$ cat config.mk
export PLATFORM = sky130hd
export DESIGN_NAME = sram_window_reader
export DESIGN_NICKNAME = d
export VERILOG_FILES = /design/src/rtl/sram_window_reader.sv
export SDC_FILE = /design/constraint.sdc
export NUM_CORES = 1
export LEC_CHECK = 0
export BUFFER_PORTS_ARGS = -buffer_cell sky130_fd_sc_hd__buf_4
export CAP_MARGIN = 20
export CORE_MARGIN = 2
export CORE_UTILIZATION = 59
export CTS_BUF_LIST = sky130_fd_sc_hd__clkbuf_4 sky130_fd_sc_hd__clkbuf_8
export DETAILED_ROUTE_END_ITERATION = 8
export GPL_TIMING_DRIVEN = 1
export PLACE_DENSITY = 0.84
export SLEW_MARGIN = 20
export SYNTH_ARGS = -nofsm -noshare
export SYNTH_HDL_FRONTEND = slang
export SYNTH_SLANG_ARGS = --single-unit
$ cat constraint.sdc
create_clock -name clk -period 3.75 [get_ports clk]
set_input_delay 0.375 -clock clk [delete_from_list [all_inputs] [get_ports clk]]
set_output_delay 0.375 -clock clk [all_outputs]
set_load 0.05 [all_outputs]
$ cat src/rtl/sram_window_reader.sv
// -----------------------------------------------------------------------------
// sram_window_reader
//
// Read master for the single-port frame SRAM. It raster-scans a rectangular
// pixel window and streams the pixels downstream with SOF/EOL/EOF markers.
// The SRAM is never written from this block.
//
// Ports
//   clk, rst              single clock, synchronous active-high reset
//   start                 1-cycle request, sampled only while idle
//   x0, y0                window top-left corner (latched on accepted start)
//   win_w, win_h          window size in pixels (latched on accepted start)
//   sram_en/we/addr/wdata SRAM request side (we and wdata tied to 0)
//   sram_rdata            SRAM registered read data (1-cycle latency)
//   pix_valid/ready       output stream handshake
//   pix_data              pixel value
//   pix_sof/eol/eof       frame/row markers, qualified by pix_valid
//   busy                  high from accepted start until done
//   done                  1-cycle pulse at end of operation
//   err                   high with done when the request was rejected
//   dbg_state             current FSM state
//
// Stream handshake: a pixel transfers in every cycle where pix_valid and
// pix_ready are both high. Once pix_valid rises it stays high, and pix_data
// and the markers stay stable, until that transfer happens.
// -----------------------------------------------------------------------------
module sram_window_reader #(
    parameter int IMG_W     = 1024,
    parameter int IMG_H     = 1024,
    parameter int ADDR_SZ   = 20,
    parameter int RAM_WIDTH = 24
) (
    input  logic                      clk,
    input  logic                      rst,
    input  logic                      start,
    input  logic [$clog2(IMG_W)-1:0]  x0,
    input  logic [$clog2(IMG_H)-1:0]  y0,
    input  logic [$clog2(IMG_W):0]    win_w,
    input  logic [$clog2(IMG_H):0]    win_h,
    output logic                      sram_en,
    output logic                      sram_we,
    output logic [ADDR_SZ-1:0]        sram_addr,
    output logic [RAM_WIDTH-1:0]      sram_wdata,
    input  logic [RAM_WIDTH-1:0]      sram_rdata,
    output logic                      pix_valid,
    input  logic                      pix_ready,
    output logic [RAM_WIDTH-1:0]      pix_data,
    output logic                      pix_sof,
    output logic                      pix_eol,
    output logic                      pix_eof,
    output logic                      busy,
    output logic                      done,
    output logic                      err,
    output logic [2:0]                dbg_state
);
    localparam int XW = $clog2(IMG_W);
    localparam int YW = $clog2(IMG_H);
    localparam int FW = RAM_WIDTH + 3;
    localparam logic [XW+1:0] IMG_W_EXT = (XW+2)'(IMG_W);
    localparam logic [YW+1:0] IMG_H_EXT = (YW+2)'(IMG_H);
    localparam logic [XW-1:0] X_ONE = XW'(1);
    localparam logic [YW-1:0] Y_ONE = YW'(1);

    typedef enum logic [2:0] {
        S_IDLE  = 3'd0,
        S_CHECK = 3'd1,
        S_RUN   = 3'd2,
        S_DRAIN = 3'd3,
        S_DONE  = 3'd4
    } state_t;

    state_t state, state_nx;

    // Latched request
    logic [XW-1:0] x0_q;
    logic [YW-1:0] y0_q;
    logic [XW:0]   w_q;
    logic [YW:0]   h_q;
    logic          rej_q;

    // Scan position
    logic [XW-1:0] x_q;
    logic [YW-1:0] y_q;

    // Read in flight and the markers that belong to it
    logic          pend_q;
    logic [2:0]    pend_mk;

    // 2-entry output FIFO: {sof, eol, eof, data}
    logic [FW-1:0] fifo_mem [2];
    logic          wr_ptr, rd_ptr;
    logic [1:0]    fifo_cnt;
    logic [FW-1:0] head;

    logic          issue, pop, room, reject;
    logic [2:0]    cnt_after;
    logic [XW+1:0] x_sum;
    logic [YW+1:0] y_sum;
    logic [XW-1:0] x_last;
    logic [YW-1:0] y_last;
    logic          at_last_col, at_last_row, cur_sof;

    // Window bounds; sums are two bits wider than the coordinate so the
    // comparison against the frame size cannot overflow.
    assign x_sum  = {2'b00, x0_q} + {1'b0, w_q};
    assign y_sum  = {2'b00, y0_q} + {1'b0, h_q};
    assign reject = (w_q == '0) || (h_q == '0) || (x_sum > IMG_W_EXT) || (y_sum > IMG_H_EXT);
    assign x_last = x0_q + w_q[XW-1:0] - X_ONE;
    assign y_last = y0_q + h_q[YW-1:0] - Y_ONE;

    assign at_last_col = (x_q == x_last);
    assign at_last_row = (y_q == y_last);
    assign cur_sof     = (x_q == x0_q) && (y_q == y0_q);

    assign pix_valid = (fifo_cnt != 2'd0);
    assign pop       = pix_valid & pix_ready;
    assign head      = fifo_mem[rd_ptr];

    // Occupancy the FIFO will have next cycle, counting the read in flight.
    // A new read is only issued when that leaves a free slot for its data.
    assign cnt_after = {1'b0, fifo_cnt} + {2'b00, pend_q} - {2'b00, pop};
    assign room      = (cnt_after < 3'd2);

    // ---------------------------------------------------------------- FSM
    always_ff @(posedge clk) begin
        if (rst) state <= S_IDLE;
        else     state <= state_nx;
    end

    always_comb begin
        state_nx = state;
        issue    = 1'b0;
        busy     = 1'b0;
        done     = 1'b0;
        err      = 1'b0;
        case (state)
            S_IDLE: begin
                if (start) state_nx = S_CHECK;
            end
            S_CHECK: begin
                busy     = 1'b1;
                state_nx = reject ? S_DONE : S_RUN;
            end
            S_RUN: begin
                busy = 1'b1;
                if (room) begin
                    issue = 1'b1;
                    if (at_last_col && at_last_row) state_nx = S_DRAIN;
                end
            end
            S_DRAIN: begin
                busy = 1'b1;
                // Finish once the last pixel leaves; done then follows the
                // eof transfer by exactly one cycle.
                if (cnt_after == 3'd0 && !pend_q) state_nx = S_DONE;
            end
            S_DONE: begin
                done     = 1'b1;
                err      = rej_q;
                state_nx = S_IDLE;
            end
            default: state_nx = S_IDLE;
        endcase
    end

    assign dbg_state  = state;
    assign sram_en    = issue;
    assign sram_we    = 1'b0;
    assign sram_wdata = '0;
    assign sram_addr  = issue ? {y_q, x_q} : '0;

    assign pix_data = pix_valid ? head[RAM_WIDTH-1:0] : '0;
    assign pix_sof  = pix_valid & head[FW-1];
    assign pix_eol  = pix_valid & head[FW-2];
    assign pix_eof  = pix_valid & head[FW-3];

    // ------------------------------------------------------------ datapath
    always_ff @(posedge clk) begin
        if (rst) begin
            x0_q     <= '0;
            y0_q     <= '0;
            w_q      <= '0;
            h_q      <= '0;
            rej_q    <= 1'b0;
            x_q      <= '0;
            y_q      <= '0;
            pend_q   <= 1'b0;
            pend_mk  <= '0;
            wr_ptr   <= 1'b0;
            rd_ptr   <= 1'b0;
            fifo_cnt <= 2'd0;
        end else begin
            if (state == S_IDLE && start) begin
                x0_q <= x0;
                y0_q <= y0;
                w_q  <= win_w;
                h_q  <= win_h;
                x_q  <= x0;
                y_q  <= y0;
            end
            if (state == S_CHECK) rej_q <= reject;

            if (issue) begin
                pend_mk <= {cur_sof, at_last_col, at_last_col & at_last_row};
                if (at_last_col) begin
                    x_q <= x0_q;
                    if (!at_last_row) y_q <= y_q + Y_ONE;
                end else begin
                    x_q <= x_q + X_ONE;
                end
            end
            pend_q <= issue;

            if (pend_q) wr_ptr <= ~wr_ptr;
            if (pop)    rd_ptr <= ~rd_ptr;
            fifo_cnt <= fifo_cnt + {1'b0, pend_q} - {1'b0, pop};
        end
    end

    // Read data is captured the cycle after its read was issued.
    always_ff @(posedge clk) begin
        if (pend_q) fifo_mem[wr_ptr] <= {pend_mk, sram_rdata};
    end

endmodule

### After elaboration in Yosys (flattened, before gate mapping)

Memory sizes are Yosys's and may differ from the RTL's. A register that Yosys moved wholly into a read port is not among the register bits.
Index checks and enable logic that the tools add are counted.

* add/sub/neg operators: 12
* $lt $le $gt $ge: 3
* equal/unequal tests: 12
* mux-type cells: 24
* bitwise logic cells: 7
* reductions and logical operators: 16

Operators by type and width (number)
* two-way mux 10 bit: 7
* equality test 10 bit: 4
* adder 10 x 11 -> 12 bit: 2
* > comparator 12 x 11 -> 1 bit (second input constant): 2
* two-way mux 24 bit: 1
* zero test 11 bit: 2
* adder 10 x 1 -> 10 bit (second input constant): 2
* adder 10 bit: 2
* two-way mux 20 bit: 1
* subtractor 10 x 1 -> 10 bit (second input constant): 2
* two-way mux 3 bit: 5
* one-hot mux 3 bit (4 select lines): 1
* two-way mux 1 bit: 9
* != test 2 bit (second input constant): 4
* equality test 3 x 2 -> 1 bit (second input constant): 2
* zero test 3 bit: 2
* bitwise AND 1 bit: 5
* logical AND 1 bit: 4
* AND reduction 4 bit: 1
* nonzero test 2 bit: 2
* adder 2 x 1 -> 3 bit: 1
* equality test 3 x 1 -> 1 bit (second input constant): 1
* equality test 3 bit (second input constant): 1
* logical OR 1 bit: 3
* 7 further kinds: 8

* register bits after elaboration: 74
* RAM bits: 54
* output and inout port bits: 80
* memories: 1

Memories
* fifo_mem: words 2, width 27, read ports 1, clocked after memory_dff 1, wr ports 1, line 90 `logic [FW-1:0] fifo_mem [2];`

### Longest topological paths before layout

Gate-level depths: netlist of run 1.

* depth in word-level cells: 7
* mapped depth: 15
* depth with buffers taken out: 14

### Worst setup path after synthesis of run 1

Ideal clock, no wire load.

* path kind: register to output
* start: register fifo_cnt[1]
* end: output port sram_addr[16]
* data arrival time: 3.189 ns
* slack: 0.186 ns
* cell stages (with the launch flop): 14
* path buffers: 2
* cell sequence: dfxtp_1 > nor2_1 > nor2b_1 > ha_1 > inv_1 > ha_1 > inv_1 > fa_1 > xnor2_1 > nand3_1 > inv_1 > clkbuf_1 > clkbuf_1 > and2_1

* word-level cells in the longest chain between the ends: 7

RTL lines
* from (decl): line 92 `logic [1:0] fifo_cnt;`
* from (signal assigned): line 216 `fifo_cnt <= fifo_cnt + {1'b0, pend_q} - {1'b0, pop};`
* nonzero test 2 bit: line 115 `assign pix_valid = (fifo_cnt != 2'd0);`
* bitwise AND 1 bit: line 116 `assign pop = pix_valid & pix_ready;`
* net pop: line 95 `logic issue, pop, room, reject;`
* subtractor 3 x 1 -> 3 bit: line 121 `assign cnt_after = {1'b0, fifo_cnt} + {2'b00, pend_q} - {2'b00, pop};`
* less-than comparator 3 x 2 -> 1 bit: line 122 `assign room = (cnt_after < 3'd2);`
* two-way mux 1 bit: line 146 `if (room) begin`
* two-way mux 1 bit: line 136 `case (state)`
* net sram_en: line 40 `output logic sram_en,`
* two-way mux 20 bit: line 170 `assign sram_addr = issue ? {y_q, x_q} : '0;`
* to (decl): line 42 `output logic [ADDR_SZ-1:0] sram_addr,`

The timed path passes the listed nets, and every way through them passes these cells.

### Worst setup path after layout of run 1

* start: register x0_q[1]
* end: register y_q[2]

* word-level cells in the longest chain between the ends: 5

RTL lines
* from (decl): line 75 `logic [XW-1:0] x0_q;`
* from (signal assigned): line 180 `x0_q <= '0;`
* from (signal assigned): line 194 `x0_q <= x0;`
* adder 10 bit: line 108 `assign x_last = x0_q + w_q[XW-1:0] - X_ONE;`
* subtractor 10 x 1 -> 10 bit: line 108
* equality test 10 bit: line 111 `assign at_last_col = (x_q == x_last);`
* two-way mux 10 bit: line 205 `if (at_last_col) begin`
* two-way mux 10 bit: line 203 `if (issue) begin`
* to (signal assigned): line 199 `y_q <= y0;`
* to (signal assigned): line 207 `if (!at_last_row) y_q <= y_q + Y_ONE;`
* to (decl): line 83 `logic [YW-1:0] y_q;`

Every way passes these cells.
A chain may end at the register's enable or synchronous reset.

==> flow_metrics.py, run 1 <==
metrics = {
    "clocking": {
        "clockBufferDepth": 2,
        "clk_latency_ps": 450,
        "numCtsBuffers": 17,
        "path_clk_slew_ps": 80,
        "cts.sinks": 129,
        "cts.root.buffer_cell": "clkbuf_8",
        "cts_tree": "done",
        "htree_levels": 4,
    },
    "critical_path": {
        "path_max_fanout": 4,
        "path_class": "reg2reg",
        "r2r_slack_ps": 180,
        "r2r-end": "y_q[2]$_SDFF_PP0_",
        "critPathArrivalTime_ps": 3940,
        "worstReg2RegStart": "x0_q[1]$_SDFFE_PP0P_",
        "cp-start-kind": "flip-flop",
        "crit_required_ps": 4120,
        "critPathCaptureType": "flip-flop",
        "rr_worst_depth": 13,
    },
    "detailed_routing": {
        "routed_wl_microns": 20140,
        "vias": 7019,
        "drt_iter0_markers": 551,
        "antenna_left": 0,
        "viasPerCell": 5.588,
        "first_pass_iters": 7,
        "wl_per_cell_microns": 16.03,
        "drc": 0,
    },
    "min_path": {
        "worstHoldPathCells": 1,
        "hold_end": "fifo_mem[0][16]$_DFFE_PP_",
        "hp-class": "in2reg",
        "min_from": "sram_rdata[16]",
    },
    "sta": {
        "max_freq_ghz": 0.2799,
        "hold_viol": 0,
        "slew_headroom_pct": 37.15,
        "post-route-min-period_ps": 3572,
        "fin_skew_ps": 9.618,
        "fin_hold_ws_ps": 104.4,
        "period_share_pct": 95.27,
        "fin_tns_setup_ps": 0,
        "worst_pin_slew_ps": 942.8,
        "rsz0062_at_grt": "false",
        "finalSetupViolCount": 0,
        "maxSlewViolCount": 0,
    },
    "synth": {
        "yosysSeqAreaShare_pct": 37.34,
        "synth_cells": 959,
        "synthFlopType": "dfxtp_1",
        "async_flop_share_pct": 0,
        "synth_edf_count": 54,
        "syn-cell-area_sq_um": 8364,
        "ys_ff_latch": 129,
        "yosysUniqueCellTypes": 72,
        "synth_warnings": 0,
        "post_synth.cell_area_avg_sq_um": 8.722,
    },
    "finish": {
        "regArea_sq_um": 3126,
        "final_common_cell": "buf_4",
        "drive_above_1_share_pct": 18.31,
        "stdcell_count": 1256,
        "multiInputGateArea_sq_um": 4631,
        "fillers": 1108,
        "mostFrequentLayoutCells": "buf_4 (136), nand2_1 (127), a21oi_1 (84)",
        "nets": 1196,
        "area_growth_pct": 16.45,
        "antenna_cells": 0,
    },
    "grt": {
        "antenna_found_initial": 0,
        "grt_pass1_wl_microns": 32210,
        "grt_usage_pct": 27.26,
        "grt_max_degree": 94,
        "grt_pass1_vias": 6562,
        "grt_remaining_overflow": 0,
    },
    "pwr": {
        "power_mw": 6.766,
        "vdd_drop_max_uv": 347.1,
        "leakagePower_nw": 4.193,
        "pwr_density_cell_nw_per_um2": 694.6,
    },
    "placement": {
        "io_buffer_count": 124,
        "gp_congestion": 0.9642,
        "place_inst": 1224,
        "dp_hpwl_microns": 14680,
    },
    "die": {
        "die_w_microns": 123.1,
        "die-area_sq_um": 15150,
        "rows": 43,
        "design.core.area_sq_um": 13880,
        "start_util_pct": 60.26,
        "ios": 150,
        "die_y_microns": 123.1,
    },
    "status": {
        "outcome": "finished clean",
    },
    "run": {
        "max_cap_viol_count": 0,
    },
}
## critical path: stages, from the launching register on
cell	delay (ps)
dfxtp_2	370
inv_1	100
ha_1	340
inv_1	60
ha_1	230
fa_1	440
a211oi_2	280
o21bai_1	120
a211o_1	310
o2bb2a_1	270
and2_1	160
nand4_1	200
or4b_1	520
o211ai_1	100
## cells by family after synthesis
kind of cell | synth area share (%)
other cells | 0.04483
buf+inv | 8.497
flops | 37.34
mux | 4.069
fa+ha+maj | 9.873
compound gates | 13.91
simple gates | 18.74
xor+xnor | 7.524
## metal layers
metal	wire length, microns	GRT usage, %
met1	8889	36.74
met2	9263	44.20
met3	1618	5.489
met4	367	8.665
met5	0	0
## worst max path at each step
stage	slack, ps	start	endpoint	cells after the start
after detailed placement	180	x0_q[1]$_SDFFE_PP0P_	y_q[2]$_SDFF_PP0_	13
after global placement	330	x0_q[1]$_SDFFE_PP0P_	y_q[2]$_SDFF_PP0_	13
after global routing	10	x0_q[1]$_SDFFE_PP0P_	y_q[2]$_SDFF_PP0_	13
after CTS	140	x0_q[1]$_SDFFE_PP0P_	y_q[2]$_SDFF_PP0_	13
final	180	x0_q[1]$_SDFFE_PP0P_	y_q[2]$_SDFF_PP0_	13
after floorplan	190	fifo_cnt[1]$_SDFF_PP0_	sram_addr[16]	13
## synthesized netlist by cell type (11+ instances only)
library cell	n	share of area, %
mux2i_1	34	4.1
and2_1	25	1.9
nor2_1	67	3.0
inv_1	78	3.5
xor2_1	29	3.0
ha_1	58	8.7
nand4_1	11	0.82
nand2_1	127	5.7
clkbuf_1	35	1.6
xnor2_1	41	4.3
nor4_1	11	0.82
buf_4	26	2.3
dfxtp_1	75	18
nor3_1	16	0.96
edfxtp_1	54	19
a21oi_1	84	5.0
nand3_1	18	1.1
o21ai_0	15	0.90
## registers in the layout, indices dropped and copies added (netlist names), named ones only
signal and count:
dbg_state 3, wr_ptr 1, x0_q 10, rd_ptr 1, fifo_cnt 2, pend_mk 3, y0_q 10, fifo_mem 54
rej_q 1, x_q 10, w_q 11, pend_q 1, y_q 10, h_q 11
## where the power goes
part | switching [mW] | internal, mW
Combinational | 2.17 | 1.36
Sequential | 0.295 | 1.66
Clock | 0.564 | 0.720
Total | 3.03 | 3.74
## what timing repair did
item / CTS / global route
setup buffers: 0 / 0
hold buffers: 0 / 0
gates resized for setup: 0 / 3
setup endpoints to repair: 0 / 8
## layout make-up
class                           count  area share [%]
Inverter                           80           3.109
Multi-Input combinational cell    698           47.54
Tap cell                          180           2.312
Clock inverter                     15           1.952
Sequential cell                   129           32.09
Timing Repair Buffer              137           10.60
Clock buffer                       17           2.402
## per-stage QoR
step | instance area (sq um) | setup slack (ps) | util [%]
final | 9741 | 177.5 | 70.17
after global routing | 9741 | 13.90 | 70.17
after CTS | 9734 | 142.8 | 70.13
after detailed placement | 9310 | 175.9 | 67.07
after global placement | 9310 | 329.9 | 67.07
after floorplan | 8454 | 186.0 | -
Note: power is estimated with default switching activity, not from simulation.
==> inputs of run 2 (changes only) <==
Settings changed: CORE_UTILIZATION 59 to 63, PLACE_DENSITY 0.84 to 0.89.
Clock period 3.75 ns to 4.3 ns, I/O delays scaled along.
==> run 2 against run 1 <==
Compared with the run above:
- register-to-register slack improved by 390 ps
- final cell count decreased by 0.56%
- power decreased by 14%
- hold slack improved by 58 ps
- sequential share of layout area increased by 0.19 points
- design area decreased by 0.66%
- critical path depth increased by 1
- die area decreased by 6.1%
- non-clock buffer count decreased by 3
- global-route usage increased by 1.8 points
- largest power group unchanged
==> flow_metrics.py, run 2 (synthesized netlist as in run 1, its figures left out) <==
metrics = {
    "grt": {
        "grt_pass1_vias": 6768,
        "grt_pass1_wl_microns": 32680,
        "grt_usage_pct": 29.02,
        "antenna_found_initial": 0,
        "grt_max_degree": 94,
        "grt_remaining_overflow": 0,
    },
    "die": {
        "design.core.area_sq_um": 13090,
        "rows": 42,
        "die_w_microns": 119.2,
        "die_y_microns": 119.2,
        "die-area_sq_um": 14210,
        "ios": 150,
        "start_util_pct": 63.92,
    },
    "detailed_routing": {
        "viasPerCell": 5.678,
        "drc": 0,
        "drt_iter0_markers": 656,
        "vias": 7092,
        "routed_wl_microns": 20190,
        "antenna_left": 0,
        "wl_per_cell_microns": 16.16,
        "first_pass_iters": 5,
    },
    "critical_path": {
        "path_class": "reg2out",
        "crit_buf_inv": 6,
        "cp-start-kind": "flip-flop",
        "critPathArrivalTime_ps": 3310,
        "crit_family": "buffers and inverters",
        "slowest_stage": "dfxtp_1",
        "slowest_delay_ps": 410,
        "path_max_fanout": 20,
        "crit_required_ps": 3870,
        "critPathLaunch": "fifo_cnt[1]$_SDFF_PP0_",
        "critPathCaptureType": "primary output",
        "worstReg2RegStart": "x0_q[1]$_SDFFE_PP0P_",
        "worstPathCellList": "nor2_2 -> nor2b_1 -> ha_1 -> inv_1 -> ha_1 -> inv_1 -> fa_1 -> xnor2_1 -> nand3_1 -> buf_4 -> inv_1 -> buf_4 -> and2_1 -> buf_4",
    },
    "clocking": {
        "cts_resized": 0,
        "cts.root.buffer_cell": "clkbuf_8",
        "numCtsBuffers": 17,
        "htree_levels": 4,
        "cts_tree": "done",
        "path_clk_slew_ps": 80,
        "cts_hold_buf": 0,
        "cts.sinks": 129,
        "clockBufferDepth": 2,
        "post_cts_buffers": 0,
        "clk_latency_ps": 450,
    },
    "pwr": {
        "leakagePower_nw": 4.153,
        "power_mw": 5.847,
        "pwr_density_cell_nw_per_um2": 604.2,
        "vdd_drop_max_uv": 276.3,
    },
    "sta": {
        "period_share_pct": 86.90,
        "hold_viol": 0,
        "max_freq_ghz": 0.2676,
        "worst_pin_slew_ps": 928.1,
        "maxSlewViolCount": 0,
        "rsz0062_at_grt": "false",
        "fin_tns_setup_ps": 0,
        "fin_hold_ws_ps": 162.0,
        "post-route-min-period_ps": 3737,
        "finalSetupViolCount": 0,
        "slew_headroom_pct": 38.13,
        "postLayoutSetupSlackWorst_ps": 563.4,
        "fin_skew_ps": 11.33,
    },
    "placement": {
        "dp_slack_ps": 623.2,
        "place_area_sq_um": 9283,
        "dp_hpwl_microns": 14880,
        "place_inst": 1217,
        "io_buffer_count": 124,
        "gp_congestion": 0.9342,
    },
    "finish": {
        "final_core_util_pct": 73.95,
        "finish.instance_area_sq_um": 9677,
        "mostFrequentLayoutCells": "buf_4 (134), nand2_1 (127), a21oi_1 (84)",
        "drive_above_1_share_pct": 17.99,
        "area_growth_pct": 15.69,
        "top_register": "fifo_mem",
        "stdcell_count": 1249,
        "nets": 1193,
        "antenna_cells": 0,
        "final_common_cell": "buf_4",
        "largest_reg_flops": 54,
        "reg_top3": "fifo_mem (54), h_q (11), w_q (11)",
    },
    "min_path": {
        "hp-class": "in2reg",
        "min_from": "sram_rdata[12]",
    },
    "status": {
        "outcome": "finished clean",
    },
    "run": {
        "max_cap_viol_count": 0,
    },
}
run 2: changes by cell type in the layout (fill, tap and decap cells not counted), sizes merged:
cell      change
buf           -3
clkbuf        +2
bufinv        -2
clkinv        -2
clkinvlp      +3
inv           -1
run 2: layout make-up:
class,instances,area [sq um]
Inverter,80,302.8
Timing Repair Buffer,134,1006
Clock inverter,13,138.9
Tap cell,176,220.2
Sequential cell,129,3123
Clock buffer,19,255.2
Fill cell,1004,3408
Multi-Input combinational cell,698,4631
run 2: path summary, 6_finish.rpt:
| check | end | slack (ps) | cells after the start |
|---|---|---|---|
| worst max-delay path | sram_addr[17] | 560 | 14 |
| worst min-delay path | fifo_mem[1][12]$_DFFE_PP_ | 160 | 1 |
| worst max register to register | dbg_state[0]$_SDFFE_PP0P_ | 560 | 12 |
| worst min register to register | fifo_mem[1][25]$_DFFE_PP_ | 460 | 0 |
run 2: metal layers:
metal / routed length (microns) / global-route usage [%] / share of wire, % / vias up
met5: 0 / 0 / 0 / -
met4: 431 / 10.64 / 2.1 / 0
met3: 1694 / 6.370 / 8.4 / 42
met2: 9605 / 48.17 / 48 / 312
met1: 8456 / 37.26 / 42 / 3303
li1: - / - / - / 3435
run 2: report_power, final:
part	switching [mW]	internal, mW
Combinational	1.93	1.18
Clock	0.494	0.535
Sequential	0.257	1.45
Total	2.68	3.17
==> inputs of run 3 (changes only) <==
Settings changed: ABC_AREA set to 1, PLACE_DENSITY 0.89 to 0.88.
==> run 3 against run 2 <==
Compared with the run above:
- synthesized area grew 3.6%
- fmax shrank 4.6%
- die area grew 3.5%
- core utilization grew 0.97 points
- final cell count grew 22%
- wire length grew 8.6%
- critical path depth grew 3
- non-clock buffer count shrank 2
- clock-buffer cell count grew 1
- critical path type unchanged
- critical endpoint is now sram_addr[0]
- largest cell class unchanged
- largest power group unchanged
- highest routed layer unchanged
==> flow_metrics.py, run 3 <==
metrics = {
    "critical_path": {
        "critPathCaptureType": "primary output",
        "rr_worst_depth": 17,
        "cp-start-kind": "flip-flop",
        "r2r-end": "y_q[8]$_SDFF_PP0_",
        "critPathArrivalTime_ps": 3490,
        "crit_required_ps": 3870,
        "worstReg2RegStart": "x0_q[1]$_SDFFE_PP0P_",
        "r2r_slack_ps": 770,
        "path_class": "reg2out",
        "path_max_fanout": 34,
    },
    "clocking": {
        "cts.sinks": 129,
        "path_clk_slew_ps": 70,
        "clk_latency_ps": 450,
        "htree_levels": 4,
        "cts.root.buffer_cell": "clkbuf_8",
        "clockBufferDepth": 2,
        "cts_tree": "done",
        "numCtsBuffers": 17,
        "cts_hold_buf": 0,
        "cts_resized": 0,
        "post_cts_buffers": 0,
    },
    "min_path": {
        "min_from": "sram_rdata[23]",
        "hold_end": "fifo_mem[1][23]$_DFFE_PP_",
        "worstHoldPathCells": 1,
        "hp-class": "in2reg",
    },
    "finish": {
        "largest_reg_flops": 54,
        "mostFrequentLayoutCells": "nand2_1 (357), inv_1 (184), buf_4 (132)",
        "top_register": "fifo_mem",
        "reg_top3": "fifo_mem (54), h_q (11), w_q (11)",
        "final_common_cell": "nand2_1",
        "drive_above_1_share_pct": 13.89,
        "finish.instance_area_sq_um": 10000,
        "area_growth_pct": 15.36,
        "nets": 1466,
        "fillers": 1047,
        "antenna_cells": 0,
    },
    "placement": {
        "dp_hpwl_microns": 16700,
        "dp_slack_ps": 844.8,
        "place_area_sq_um": 9627,
        "io_buffer_count": 124,
        "gp_congestion": 0.9746,
    },
    "synth": {
        "post_synth.cell_area_avg_sq_um": 7.100,
        "yosys.area_share.adder_pct": 9.525,
        "synthMuxAreaShare_pct": 0,
        "yosys.area.top_type": "edfxtp_1",
        "synth-compound-area-share_pct": 10.26,
        "async_flop_share_pct": 0,
        "yosysUniqueCellTypes": 42,
        "synth_cells": 1221,
        "yosysSeqAreaShare_pct": 36.02,
        "synthFlopType": "dfxtp_1",
        "synth_edf_count": 54,
        "synth_top_area_share_pct": 18.70,
        "syn-cell-area_sq_um": 8670,
        "synth_warnings": 0,
        "ys_top_cells_by_area": "edfxtp_1 (19%), dfxtp_1 (17%), nand2_1 (15%), ha_1 (8.4%), inv_1 (8.0%)",
        "synth_xor_area_share_pct": 4.546,
        "synth_top_family_by_area": "simple AND/OR/NAND/NOR gates",
        "ys_ff_latch": 129,
        "synthSimpleGateAreaFrac_pct": 27.28,
        "yosysMostFrequentCell": "nand2_1",
        "yosys-top-cells-count": "nand2_1 (357), inv_1 (185), a21oi_1 (109)",
    },
    "detailed_routing": {
        "wl_per_cell_microns": 14.41,
        "viasPerCell": 5.320,
        "routed_wl_microns": 21930,
        "first_pass_iters": 6,
        "drt_iter0_markers": 695,
        "vias": 8097,
        "drc": 0,
        "antenna_left": 0,
    },
    "grt": {
        "grt_max_degree": 49,
        "grt_remaining_overflow": 0,
        "antenna_found_initial": 0,
        "grt_pass1_vias": 7527,
        "grt_pass1_wl_microns": 34760,
        "grt_usage_pct": 30.00,
    },
    "run": {
        "max_cap_viol_count": 0,
    },
    "sta": {
        "finalSetupViolCount": 0,
        "post-route-min-period_ps": 3916,
        "maxSlewViolCount": 0,
        "rsz0062_at_grt": "false",
        "max_freq_ghz": 0.2554,
        "postLayoutSetupSlackWorst_ps": 384.2,
        "period_share_pct": 91.06,
        "fin_skew_ps": 9.630,
        "slew_headroom_pct": 32.95,
        "worst_pin_slew_ps": 999.5,
        "hold_viol": 0,
    },
    "die": {
        "die_y_microns": 121.3,
        "ios": 150,
        "die_w_microns": 121.3,
        "design.core.area_sq_um": 13350,
        "rows": 42,
        "die-area_sq_um": 14720,
        "start_util_pct": 64.95,
    },
    "pwr": {
        "internal_power_mw": 3.623,
        "p_comb_share_pct": 62.7,
        "vdd_drop_max_uv": 369.7,
        "swShare_pct": 52.08,
        "leakagePower_nw": 4.885,
        "switchingPower_mw": 3.937,
        "pwr_density_cell_nw_per_um2": 755.9,
        "clkPwrFrac_pct": 13.2,
        "p_seq_share_pct": 24.1,
    },
    "status": {
        "outcome": "finished clean",
    },
}
## run 3: cell count changes in the layout (fill, tap and decap cells not counted), moves of 24 or more
cell	change
and2_1	-24
o21ai_0	+29
nand2_1	+230
nand3_1	+65
a21oi_1	+25
inv_1	+106
mux2i_1	-34
## run 3: worst max path at each step
| stage | startpoint | endpoint | cells past startpoint |
|---|---|---|---|
| 2_1_floorplan | fifo_cnt[1]$_SDFF_PP0_ | sram_addr[19] | 17 |
| 3_3_place_gp | x0_q[1]$_SDFFE_PP0P_ | y_q[9]$_SDFF_PP0_ | 17 |
| 3_5_place_dp | x0_q[1]$_SDFFE_PP0P_ | y_q[8]$_SDFF_PP0_ | 17 |
| 4_1_cts | fifo_cnt[1]$_SDFF_PP0_ | sram_addr[0] | 17 |
| 5_1_grt | fifo_cnt[1]$_SDFF_PP0_ | sram_addr[0] | 17 |
| 6_report | fifo_cnt[1]$_SDFF_PP0_ | sram_addr[0] | 17 |
## run 3: kinds of logic (layout without fill, tap and decap cells)
family / after synthesis / in the layout
fa+ha+maj: 63 / 63
buf+inv: 253 / 354
flops: 129 / 129
other cells: 1 / 25
xor+xnor: 45 / 45
simple gates: 561 / 561
compound gates: 169 / 169
## run 3: metal layers
layer | part of all wire (%) | GRT usage [%]
met5 | 0 | 0
met4 | 2.6 | 11.14
met3 | 5.7 | 6.767
met2 | 51 | 53.05
met1 | 41 | 35.45
## run 3: critical path, cell delays in order (launching register included)
cell,delay [ps]
dfxtp_1,360
nor2_2,140
inv_1,60
nand2_1,50
inv_1,70
ha_1,270
inv_1,50
ha_1,130
inv_1,50
fa_1,500
nand2_1,60
nor2_1,210
inv_1,70
nor2_1,100
buf_4,210
inv_2,260
nor2_1,210
buf_4,220
## run 3: power groups by stage
stage	sequential [mW]	combinational [mW]	clock (mW)
3_5_place_dp	1.83	4.68	0
3_3_place_gp	1.83	4.58	0
5_1_grt	1.85	5.25	1.07
4_1_cts	1.81	4.71	1.01
6_report	1.82	4.74	0.998
2_1_floorplan	1.75	3.65	0
## run 3: through the flow
| step | setup TNS, ps | power (mW) | utilization [%] | instances | hold WS [ps] |
|---|---|---|---|---|---|
| final | 0 | 7.560 | 74.93 | 1522 | 162.3 |
| after global routing | 0 | 8.162 | 74.93 | 1522 | 128.7 |
| after CTS | 0 | 7.532 | 74.93 | 1522 | 136.7 |
| after detailed placement | 0 | 6.516 | 72.12 | 1490 | 449.0 |
| after global placement | 0 | 6.405 | 72.12 | 1490 | 435.4 |
| after floorplan | -2080 | 5.403 | - | 1245 | 425.6 |
## run 3: layout make-up
cell class | instances | area, sq um | area share (%)
multi-input combinational | 863 | 4579 | 45.79
sequential | 129 | 3123 | 31.23
timing repair buffer | 132 | 991.0 | 9.909
inverter | 190 | 713.2 | 7.131
clock buffer | 20 | 256.5 | 2.565
tap | 176 | 220.2 | 2.202
clock inverter | 12 | 117.6 | 1.176
